==> src/rtl/instr_decode_queue.sv <==
`default_nettype none
// ============================================================================
//  Module   : instr_decode_queue
//  Brief    : Instruction field decoder feeding a DEPTH-entry valid/ready queue
//             between fetch and execute.
//  Revision : 1.0 - initial release
// ============================================================================
module instr_decode_queue #(
   parameter int INSTR_W = 32,
   parameter int OPC_W   = 6,
   parameter int REG_W   = 5,
   parameter int SHAMT_W = 5,
   parameter int DATA_W  = 32,
   parameter int DEPTH   = 4
) (
   input  logic                          clk,
   input  logic                          rst_n,
   input  logic                          flush,
   input  logic                          in_valid,
   output logic                          in_ready,
   input  logic [INSTR_W-1:0]            in_instr,
   input  logic [DATA_W-1:0]             in_pc,
   output logic                          out_valid,
   input  logic                          out_ready,
   output logic [OPC_W-1:0]              out_opcode,
   output logic [REG_W-1:0]              out_rd,
   output logic [REG_W-1:0]              out_rs,
   output logic [SHAMT_W-1:0]            out_shamt,
   output logic [INSTR_W-OPC_W-2*REG_W-SHAMT_W-1:0] out_ext,
   output logic [DATA_W-1:0]             out_imm,
   output logic [DATA_W-1:0]             out_off,
   output logic [DATA_W-1:0]             out_pc,
   output logic [$clog2(DEPTH):0]        count
);

   localparam int IMM_W = INSTR_W - OPC_W - REG_W;
   localparam int OFF_W = INSTR_W - OPC_W;
   localparam int EXT_W = INSTR_W - OPC_W - 2*REG_W - SHAMT_W;
   localparam int PTR_W = $clog2(DEPTH);
   localparam int CNT_W = PTR_W + 1;
   localparam int ENT_W = OPC_W + 2*REG_W + SHAMT_W + EXT_W + 3*DATA_W;

   localparam logic [CNT_W-1:0] c_full = CNT_W'(DEPTH);

   if (EXT_W < 1) begin : g_chk_ext
      $error("instr_decode_queue: EXT_W must be at least 1");
   end
   if (OFF_W > DATA_W) begin : g_chk_off
      $error("instr_decode_queue: OFF_W must not exceed DATA_W");
   end
   if ((DEPTH < 2) || ((DEPTH & (DEPTH - 1)) != 0)) begin : g_chk_depth
      $error("instr_decode_queue: DEPTH must be a power of 2 and >= 2");
   end

   logic [ENT_W-1:0]  r_mem [DEPTH];
   logic [PTR_W-1:0]  r_wr_ptr;
   logic [PTR_W-1:0]  r_rd_ptr;
   logic [CNT_W-1:0]  r_count;

   logic              w_push;
   logic              w_pop;
   logic [DATA_W-1:0] w_imm;
   logic [DATA_W-1:0] w_off;
   logic [ENT_W-1:0]  w_entry;

   assign in_ready  = (r_count != c_full);
   assign out_valid = (r_count != '0);
   assign count     = r_count;

   // Flush wins over both handshakes; the offered instruction is not taken.
   assign w_push = in_valid & in_ready & ~flush;
   assign w_pop  = out_valid & out_ready & ~flush;

   // Sized cast of a signed slice sign-extends without a zero-width replicate.
   assign w_imm = DATA_W'($signed(in_instr[IMM_W-1:0]));
   assign w_off = DATA_W'($signed(in_instr[OFF_W-1:0]));

   assign w_entry = {in_instr[INSTR_W-1 -: OPC_W],
                     in_instr[INSTR_W-OPC_W-1 -: REG_W],
                     in_instr[INSTR_W-OPC_W-REG_W-1 -: REG_W],
                     in_instr[INSTR_W-OPC_W-2*REG_W-1 -: SHAMT_W],
                     in_instr[EXT_W-1:0],
                     w_imm,
                     w_off,
                     in_pc};

   assign {out_opcode, out_rd, out_rs, out_shamt, out_ext,
           out_imm, out_off, out_pc} = r_mem[r_rd_ptr];

   always_ff @(posedge clk or negedge rst_n) begin
      if (!rst_n) begin
         r_wr_ptr <= '0;
         r_rd_ptr <= '0;
         r_count  <= '0;
         for (int i = 0; i < DEPTH; i++) begin
            r_mem[i] <= '0;
         end
      end else if (flush) begin
         r_wr_ptr <= '0;
         r_rd_ptr <= '0;
         r_count  <= '0;
      end else begin
         if (w_push) begin
            r_mem[r_wr_ptr] <= w_entry;
            r_wr_ptr        <= r_wr_ptr + PTR_W'(1);
         end
         if (w_pop) begin
            r_rd_ptr <= r_rd_ptr + PTR_W'(1);
         end
         case ({w_push, w_pop})
            2'b10:   r_count <= r_count + CNT_W'(1);
            2'b01:   r_count <= r_count - CNT_W'(1);
            default: r_count <= r_count;
         endcase
      end
   end

endmodule
`default_nettype wire

==> config.mk <==
export PLATFORM = sky130hd
export DESIGN_NAME = instr_decode_queue
export DESIGN_NICKNAME = d
export VERILOG_FILES = /design/src/rtl/instr_decode_queue.sv
export SDC_FILE = /design/constraint.sdc
export NUM_CORES = 1
export LEC_CHECK = 0
export BUFFER_PORTS_ARGS = -buffer_cell sky130_fd_sc_hd__buf_4
export CAP_MARGIN = 10
export CORE_ASPECT_RATIO = 0.6
export CORE_MARGIN = 5
export CORE_UTILIZATION = 39
export CTS_CLUSTER_DIAMETER = 60
export DETAILED_ROUTE_END_ITERATION = 10
export PLACE_DENSITY = 0.69
export SETUP_SLACK_MARGIN = 0.5
export SLEW_MARGIN = 20
export SYNTH_ARGS = -nofsm -noshare
export SYNTH_HDL_FRONTEND = slang
export SYNTH_SLANG_ARGS = --single-unit
==> constraint.sdc <==
create_clock -name clk -period 2.1 [get_ports clk]
set_input_delay 0.42 -clock clk [delete_from_list [all_inputs] [get_ports clk]]
set_output_delay 0.42 -clock clk [all_outputs]
set_load 0.02 [all_outputs]
==> results of run 1 <==
[repair_timing]
item,in CTS,in global routing
hold buffers,1,0
setup endpoints to repair,387,391
hold endpoints to repair,67,0
gates cloned,32,3
resized for setup,110,17
buffers inserted,47,8
pin swaps,4,1
[cell usage after synthesis (all sizes together) (2+ instances only)]
library cell / instances
ha: 4
mux2: 256
clkbuf: 10
nand3: 7
nor2: 6
o21ai: 4
dfrtp: 263
mux4: 64
inv: 4
a31oi: 2
xor2: 2
a21oi: 2
buf: 99
[cell families (layout without fill, tap and decap cells)]
| family | count (synthesis) | count (layout) | synth area share [%] |
|---|---|---|---|
| muxes | 320 | 320 | 36.94 |
| DFF | 263 | 263 | 53.44 |
| buffers and inverters | 113 | 374 | 6.645 |
| and+or+nand+nor | 24 | 25 | 1.311 |
| AOI/OAI and AO/OA | 16 | 16 | 0.8739 |
| adders and majority gates | 5 | 5 | 0.5690 |
| xor gates and xnor gates | 3 | 3 | 0.2134 |
[power breakdown]
group	switching [mW]	total, mW	internal [mW]
clock network	2.00	4.71	2.71
logic	2.95	7.32	4.37
registers	0.820	7.31	6.49
[layer usage]
layer / up-vias / GRT usage, % / wire length [um]
met1: 3883 / 28.39 / 16230
met5: - / 0 / 0
met3: 25 / 4.568 / 1986
met4: 0 / 2.024 / 340
li1: 3175 / - / -
met2: 200 / 27.55 / 14760
[sequential cells by signal, summed over array words and instances (netlist names)]
signal / count
r_mem: 256
r_wr_ptr: 2
r_rd_ptr: 2
count: 3
[metrics by stage]
stage	power, mW	cells
2_1_floorplan	12.40	744
3_5_place_dp	14.01	1283
4_1_cts	19.41	1411
5_1_grt	20.22	1422
6_report	19.34	1422
3_3_place_gp	13.90	1283
[layout make-up]
| type | count | area, sq um |
|---|---|---|
| fillers | 2457 | 13580 |
| clock inverters | 10 | 102.6 |
| well taps | 416 | 520.5 |
| flip-flops and latches | 263 | 6591 |
| repair buffers | 322 | 3861 |
| multi-input cells | 369 | 5738 |
| clock buffers | 38 | 747.0 |
| inverters | 4 | 17.52 |
[worst paths after layout]
check	start	endpoint	slack [ps]	cells after the start
max in group asynchronous	rst_n	r_mem[231]	920	3
min in group asynchronous	rst_n	r_mem[487]	470	2
worst max register to register	count[1]	r_mem[241]	10	10
worst max-delay path	r_rd_ptr[0]	out_imm[3]	-360	4
worst min register to register	r_mem[244]	r_mem[244]	500	1
worst min-delay path	in_instr[19]	r_mem[371]	150	2
==> impl_results.md, run 1 <==
* Placer Congestion at 0.7080
* Post-synth top area cell: dfrtp_1
* Setup CP Type: flop to output port
* Initial antenna violation count at 0
* Setup Viol. Count Final at about 130
* Detailed Place HPWL at 17840 um
* Placed instance area at around 15000 sq um
* Most common cell after layout, fill and taps aside: dfrtp_1
* Top post-synthesis cells by area: dfrtp_1, mux2_2, mux4_2
* Share of cells above drive strength 1 at 69.88%
* # IOs at slightly above 200
* Initial Utilization at between 30 and 40%
* Skew-Pair Late Insertion Delay at 530 ps
* Max Transition Viols Final at 0
* Ys async rst share at 100.0%
* Critical path buffers and inverters at 3
* Vias in the first global route at roughly 8000
* Cells after synthesis at between 700 and 800
* Drt pass-1 iters at 4
* Post-route minimum period at 2456 ps
* CTS tree: yes
* Worst Skew at ~8.6 ps
* Mean Syn Cell Area at 16.55 sq um
* Most frequent cells in the layout: dfrtp_1, mux2_4, buf_4, buf_6, mux4_2
* Main synth FF type: dfrtp_1
* Root Buffer: clkbuf_16
* Unrepaired setup endpoints after global routing: true
* Largest net degree at the start of global routing at 77
* Post-Syn Area at roughly 12000 sq um
* Die width at 239.4 um
* Maximum clock frequency at 407.2 MHz
* Final worst slack at -355.6 ps
* Unique masters post-synth at 41
* Area delta synth->final at 42.75%
* Kind of end point of the critical path: output port
* Status: complete, but fails checks
* Final setup TNS at -39960 ps
* Vias per cell at 5.122
* Die height at 147.6 um
* Rel. slew slack at 56.25%
* Final #Nets at 1060
* GR Overflow Total at 0
* CTS buffer count at 26
* Routed Antenna Nets at 0
* Crit share post-route at 116.9%
* ANT cells at 0
* PwrDens at 1100 nW/um^2
* Die area at around 35000 sq um
* Syn_nets at 818
* Worst Tran Pin Value at 656.2 ps
* Final Cell Area at 17580 sq um
* Worst path cell trace: buf_12 -> buf_16 -> mux4_2 -> buf_4
* FP Rows at 50
* Required time of the critical path at 1680 ps
* Ys Warns at 0
* Worst-path maximum fanout at 15
* Post-synth top area share at 53.44%
* Final Hold Fails at 0
* Worst slack at placement at 90.62 ps
* Crit-path slowest cell: mux4_2
* Post-Route Utilization at 56.42%
* Initial detailed-routing violation count at around 440
* Core area at slightly above 30000 sq um
* Delay-heaviest family, CP: multiplexers
* H-tree levels at 1
* Fin Hold WS at 147.6 ps
* Avg WL per Cell at about 23 um
* Total number of vias at 7283
* Routed WL at 33320 um
* Startpoint type of the worst setup path: flop
* Hold WC Path Type: input pin to flop
* Flops & latches, synth at about 260
* Post-synth EDFFs at 0
* Post-route DRC at 0
* First-pass GRT wire length at about 50000 um
* PortBufs at between 200 and 250
* Failing checks: negative setup slack
* CTS Sinks at 263
* CTS max path bufs at 3
* Register area share after synthesis at 53.44%
* Worst-path clk slew at 60 ps
* Worst VDD drop at just under 0.0007 V
* Max-Cap Viols at 0
* CP arrival at 2040 ps
* LEAKAGE at 8.563 nW
* Global-route usage over all layers at 18.47%
* Largest stage delay on the critical path at 570 ps
Power figures use the tool's default switching activity.
==> run 2: changes to the inputs <==
--- a/config.mk
+++ b/config.mk
@@ -7,13 +7,14 @@
 export LEC_CHECK = 0
 export BUFFER_PORTS_ARGS = -buffer_cell sky130_fd_sc_hd__buf_4
 export CAP_MARGIN = 10
-export CORE_ASPECT_RATIO = 0.6
+export CORE_ASPECT_RATIO = 1.25
 export CORE_MARGIN = 5
 export CORE_UTILIZATION = 39
 export CTS_CLUSTER_DIAMETER = 60
 export DETAILED_ROUTE_END_ITERATION = 10
 export PLACE_DENSITY = 0.69
 export SETUP_SLACK_MARGIN = 0.5
+export SKIP_CTS_REPAIR_TIMING = 1
 export SLEW_MARGIN = 20
 export SYNTH_ARGS = -nofsm -noshare
 export SYNTH_HDL_FRONTEND = slang
==> impl_results.md, run 2 (same netlist as run 1, synthesis figures left out) <==
* Status: complete, but fails checks (unchanged)
* Failing checks: negative setup slack (unchanged)
* ANT cells at 0 (unchanged)
* Placed Cells at 1270 (was 1283)
* Post-route minimum period at 2497 ps (was 2456 ps)
* Cells on Worst Hold Path at 2 (unchanged)
* Worst VDD drop at 0.0008258 V (was 0.0006955 V)
* Routed WL at 32250 um (was 33320 um)
* Crit share post-route at 118.9% (was 116.9%)
* Worst Tran Pin Value at 383.3 ps (was 656.2 ps)
* PortBufs at 201 (unchanged)
* Avg WL per Cell at 23.09 um (was 23.43 um)
* Worst Skew at 7.309 ps (was 8.647 ps)
* First-pass GRT wire length at 43410 um (was 50630 um)
* Worst-path maximum fanout at 7 (was 15)
* Post-route DRC at 0 (unchanged)
* Core area at 31080 sq um (was 31150 sq um)
* Setup Viol. Count Final at 128 (unchanged)
* RR Endpoint: count[2] (was r_mem[241])
* Startpoint type of the worst setup path: flop (unchanged)
* Final setup TNS at -46980 ps (was -39960 ps)
* Total number of vias at 7198 (was 7283)
* Setup CP Type: flop to output port (unchanged)
* FP Rows at 72 (was 50)
* Detailed Place HPWL at 17160 um (was 17840 um)
* Skew-Pair Late Insertion Delay at 540 ps (was 530 ps)
* Required time of the critical path at 1680 ps (about the same)
* Final #Nets at 1048 (was 1060)
* Reg with most FFs: r_mem (unchanged)
* Global-route usage over all layers at 15.04% (was 18.47%)
* Routed Antenna Nets at 0 (unchanged)
* Max-Cap Viols at 0 (unchanged)
* Vias per cell at 5.152 (was 5.122)
* Unrepaired setup endpoints after global routing: true (unchanged)
* Placer Congestion at 0.7138 (was 0.7080)
* FF-to-FF setup slack at 80 ps (was 10 ps)
* R2R depth at 7 (was 10)
* H-tree levels at 1 (unchanged)
* Non-filler cells in the finished layout at 1397 (was 1422)
* Final worst slack at -396.7 ps (was -355.6 ps)
* Final Hold Fails at 0 (unchanged)
* Worst slack at placement at 99.32 ps (was 90.62 ps)
* Most frequent cells in the layout: dfrtp_1, mux2_4, buf_4, buf_6, mux4_2 (unchanged)
* Rel. slew slack at 74.12% (was 56.25%)
* Share of cells above drive strength 1 at 69.70% (was 69.88%)
* Hold WC Path Type: input pin to flop (unchanged)
* Min-delay src: in_instr[5] (was in_instr[19])
* CTS buffer count at 28 (was 26)
* LEAKAGE at 8.426 nW (was 8.563 nW)
* CP arrival at 2080 ps (was 2040 ps)
* Kind of end point of the critical path: output port (unchanged)
* Die height at 208.7 um (was 147.6 um)
* # IOs at 202 (unchanged)
* Worst Hold Endpoint: r_mem[485] (was r_mem[371])
* R2r startpoint: count[1] (unchanged)
* Area delta synth->final at 40.51% (was 42.75%)
* GR Overflow Total at 0 (unchanged)
* Max reg flops at 256 (unchanged)
* Initial Utilization at 39.62% (was 39.53%)
* Vias in the first global route at 7710 (was 8043)
* CTS tree: yes (unchanged)
* Total chip power at 19.48 mW (was 19.34 mW)
* PwrDens at 1126 nW/um^2 (was 1100 nW/um^2)
* Maximum clock frequency at 400.5 MHz (was 407.2 MHz)
* Most common cell after layout, fill and taps aside: dfrtp_1 (unchanged)
* Initial detailed-routing violation count at 304 (was 444)
* CTS Sinks at 263 (unchanged)
* Root Buffer: clkbuf_16 (unchanged)
* Worst-path clk slew at 60 ps (about the same)
* CTS max path bufs at 3 (unchanged)
* Die area at 35250 sq um (was 35350 sq um)
* Post-Route Utilization at 55.67% (was 56.42%)
* Max Transition Viols Final at 0 (unchanged)
* Largest net degree at the start of global routing at 78 (was 77)
* Die width at 168.9 um (was 239.4 um)
* Drt pass-1 iters at 4 (unchanged)
* Initial antenna violation count at 0 (unchanged)
run 2: worst max-delay path by stage:
stage / cells past startpoint / start / slack [ps] / end
2_1_floorplan: 7 / count[0] / 60 / count[2]
5_1_grt: 3 / r_rd_ptr[0] / -470 / out_ext[4]
6_report: 4 / r_rd_ptr[0] / -400 / out_off[0]
4_1_cts: 3 / r_rd_ptr[0] / -480 / out_ext[0]
3_5_place_dp: 3 / r_rd_ptr[0] / 100 / out_ext[0]
3_3_place_gp: 3 / r_rd_ptr[0] / 110 / out_opcode[4]
run 2: layout make-up:
class | count | area [sq um]
fillers | 2388 | 13780
flip-flops and latches | 263 | 6590
multi-input cells | 371 | 5793
repair buffers | 306 | 3523
clock buffers | 38 | 779.5
well taps | 407 | 509.2
clock inverters | 8 | 90.09
inverters | 4 | 17.52
run 2: per-stage QoR:
stage | hold slack (ps) | area, sq um
6_report | 144.8 | 17300
5_1_grt | 117.1 | 17300
3_3_place_gp | 338.4 | 14740
2_1_floorplan | 124.4 | 13400
4_1_cts | -229.1 | 15610
3_5_place_dp | 350.1 | 14740
run 2: power breakdown:
group	switching [mW]	internal, mW	leakage, nW
clock	1.98	2.81	0.432
sequential	0.853	6.49	3.30
combinational	2.94	4.40	4.69
total	5.77	13.7	8.43
run 2: layer usage:
metal | vias up | global-route usage [%] | wire length, um
li1 | 3125 | - | -
met5 | - | 0 | 0
met3 | 41 | 2.382 | 1493
met4 | 0 | 3.499 | 530
met2 | 198 | 25.45 | 16390
met1 | 3834 | 20.45 | 13840
run 2: worst max-delay path: stages (launching register included):
cell	delay, ps
dfrtp_4	520
buf_12	150
buf_16	140
mux4_2	540
buf_4	180
==> run 3: changes to the inputs <==
--- a/config.mk
+++ b/config.mk
@@ -8,10 +8,11 @@
 export BUFFER_PORTS_ARGS = -buffer_cell sky130_fd_sc_hd__buf_4
 export CAP_MARGIN = 10
 export CORE_ASPECT_RATIO = 1.25
-export CORE_MARGIN = 5
 export CORE_UTILIZATION = 39
 export CTS_CLUSTER_DIAMETER = 60
 export DETAILED_ROUTE_END_ITERATION = 10
+export GPL_TIMING_DRIVEN = 0
+export MAX_ROUTING_LAYER = met4
 export PLACE_DENSITY = 0.69
 export SETUP_SLACK_MARGIN = 0.5
 export SKIP_CTS_REPAIR_TIMING = 1
==> impl_results.md, run 3 (same netlist as run 1, synthesis figures left out) <==
* Drt pass-1 iters at 4 (unchanged)
* H-tree levels at 1 (unchanged)
* Min-delay src: in_instr[21] (was in_instr[5])
* Required time of the critical path at 1680 ps (about the same)
* Share of cells above drive strength 1 at 71.84% (was 69.70%)
* Placer Congestion at 0.7716 (was 0.7138)
* Kind of end point of the critical path: output port (unchanged)
* CTS Sinks at 263 (unchanged)
* Placed instance area at 15470 sq um (was 14740 sq um)
* Most frequent cells in the layout: dfrtp_1, mux2_4, buf_4, buf_6, mux4_2 (unchanged)
* Crit share post-route at 122.4% (was 118.9%)
* Total number of vias at 7406 (was 7198)
* Rel. slew slack at 54.86% (was 74.12%)
* Sw Ratio at 28.84% (was 29.62%)
* Cells on Worst Hold Path at 2 (unchanged)
* Setup CP Type: flop to output port (unchanged)
* Worst-path clk slew at 60 ps (about the same)
* Root Buffer: clkbuf_16 (unchanged)
* LEAKAGE at 8.944 nW (was 8.426 nW)
* Net Sw Power at 5.868 mW (was 5.769 mW)
* Detailed Place HPWL at 18030 um (was 17160 um)
* Max Transition Viols Final at 0 (unchanged)
* Vias per cell at 4.970 (was 5.152)
* Initial Utilization at 39.74% (was 39.62%)
* Final worst slack at -470.6 ps (was -396.7 ps)
* Most common cell after layout, fill and taps aside: dfrtp_1 (unchanged)
* Unrepaired setup endpoints after global routing: true (unchanged)
* Final Hold Fails at 0 (unchanged)
* Combinational share of power at 39.5% (was 37.7%)
* Worst slack at placement at -247.9 ps (was 99.32 ps)
* CTS tree: yes (unchanged)
* Final Cell Area at 18170 sq um (was 17300 sq um)
* Max-Cap Viols at 0 (unchanged)
* GR Overflow Total at 0 (unchanged)
* Post-route minimum period at 2571 ps (was 2497 ps)
* Worst-path maximum fanout at 14 (was 7)
* Total chip power at 20.35 mW (was 19.48 mW)
* Routed Antenna Nets at 0 (unchanged)
* Die width at 160.9 um (was 168.9 um)
* CTS max path bufs at 3 (unchanged)
* ANT cells at 0 (unchanged)
* CP arrival at 2150 ps (was 2080 ps)
* RR Endpoint: count[2] (unchanged)
* Global-route usage over all layers at 17.91% (was 15.04%)
* R2r startpoint: count[0] (was count[1])
* Vias in the first global route at 7755 (was 7710)
* Internal power at 14.48 mW (was 13.71 mW)
* Max reg flops at 256 (unchanged)
* Largest net degree at the start of global routing at 95 (was 78)
* Fin Hold WS at 145.5 ps (was 144.8 ps)
* R2R depth at 7 (unchanged)
* Failing checks: negative setup slack (unchanged)
* FP Rows at 72 (unchanged)
* CTS buffer count at 28 (unchanged)
* Clock power share at 24.6% (about the same)
* Routed WL at 31260 um (was 32250 um)
* Initial antenna violation count at 0 (unchanged)
* Final #Nets at 1137 (was 1048)
* Area delta synth->final at 47.52% (was 40.51%)
* Skew-Pair Late Insertion Delay at 530 ps (was 540 ps)
* Post-route DRC at 0 (unchanged)
* Reg with most FFs: r_mem (unchanged)
* Startpoint type of the worst setup path: flop (unchanged)
* Initial detailed-routing violation count at 319 (was 304)
* Hold WC Path Type: input pin to flop (unchanged)
* Setup Viol. Count Final at 128 (unchanged)
* First-pass GRT wire length at 44920 um (was 43410 um)
* PortBufs at 200 (was 201)
* FF-to-FF setup slack at 30 ps (was 80 ps)
* # IOs at 202 (unchanged)
* Avg WL per Cell at 20.98 um (was 23.09 um)
* Worst Tran Pin Value at 677.1 ps (was 383.3 ps)
* CP Launch Point: r_rd_ptr[0] (unchanged)
* PwrDens at 1120 nW/um^2 (was 1126 nW/um^2)
* Maximum clock frequency at 389.0 MHz (was 400.5 MHz)
* Worst Skew at 9.393 ps (was 7.309 ps)
* Worst VDD drop at 0.0007155 V (was 0.0008258 V)
* Status: complete, but fails checks (unchanged)
* Die area at 32290 sq um (was 35250 sq um)
* Reg power frac at 35.9% (was 37.7%)
* Core area at 30990 sq um (was 31080 sq um)
* Worst Hold Endpoint: r_mem[501] (was r_mem[485])
* Die height at 200.7 um (was 208.7 um)
==> run 3: cell count changes in the layout (fill, tap and decap cells not counted), moves of 2 or more <==
cell and change:
mux2_2 +4, mux2_4 -4, buf_12 +7, dfrtp_1 +2, buf_4 +66, clkbuf_16 +8, buf_8 -2, clkbuf_8 +5
buf_6 +9, nand3_4 +2, buf_16 -4
==> run 3: power groups by stage <==
stage	combinational [mW]	sequential (mW)	clock (mW)
floorplan	5.34	7.06	0
global placement	7.26	7.28	0
detailed placement	7.41	7.31	0
CTS	7.42	7.27	5.14
global route	8.48	7.46	5.35
finish	8.04	7.30	5.01
==> run 3: per-layer routing <==
metal | part of all wire (%) | vias to the layer above | global-route usage, %
li1 | - | 3314 | -
met1 | 46 | 3926 | 24.03
met2 | 50 | 143 | 29.23
met3 | 3.5 | 23 | 2.335
met4 | 0.97 | 0 | 3.538
met5 | 0 | - | -
==> run 3: layout make-up <==
| type | count | area, sq um |
|---|---|---|
| Buffer | 109 | 1310 |
| Inverter | 4 | 17.52 |
| Timing Repair Buffer | 286 | 3035 |
| Multi-Input combinational cell | 371 | 5771 |
| Sequential cell | 263 | 6585 |
| Clock buffer | 42 | 844.6 |
| Clock inverter | 8 | 93.84 |
| Fill cell | 2401 | 12820 |
| Tap cell | 407 | 509.2 |
==> run 3: worst max-delay path: stages, from the launching register on <==
cell and delay [ps]:
dfrtp_2 400, buf_12 140, buf_12 120, mux4_2 520, buf_12 170, buf_4 130, buf_6 120
==> run 3: worst max-delay path by stage <==
stage / to
after floorplan: count[2]
after global placement: count[1]
after detailed placement: out_rs[4]
after CTS: out_rs[4]
after global routing: out_rs[4]
final: out_rs[4]
==> run 3: through the flow <==
stage               utilization [%]  cells  TNS, ps
CTS                           52.95   1403   -79460
finish                        58.62   1490   -46330
global placement              49.72   1351  -421100
detailed placement            49.92   1353   -10280
global route                  58.62   1490   -55860
floorplan                         -    744        0
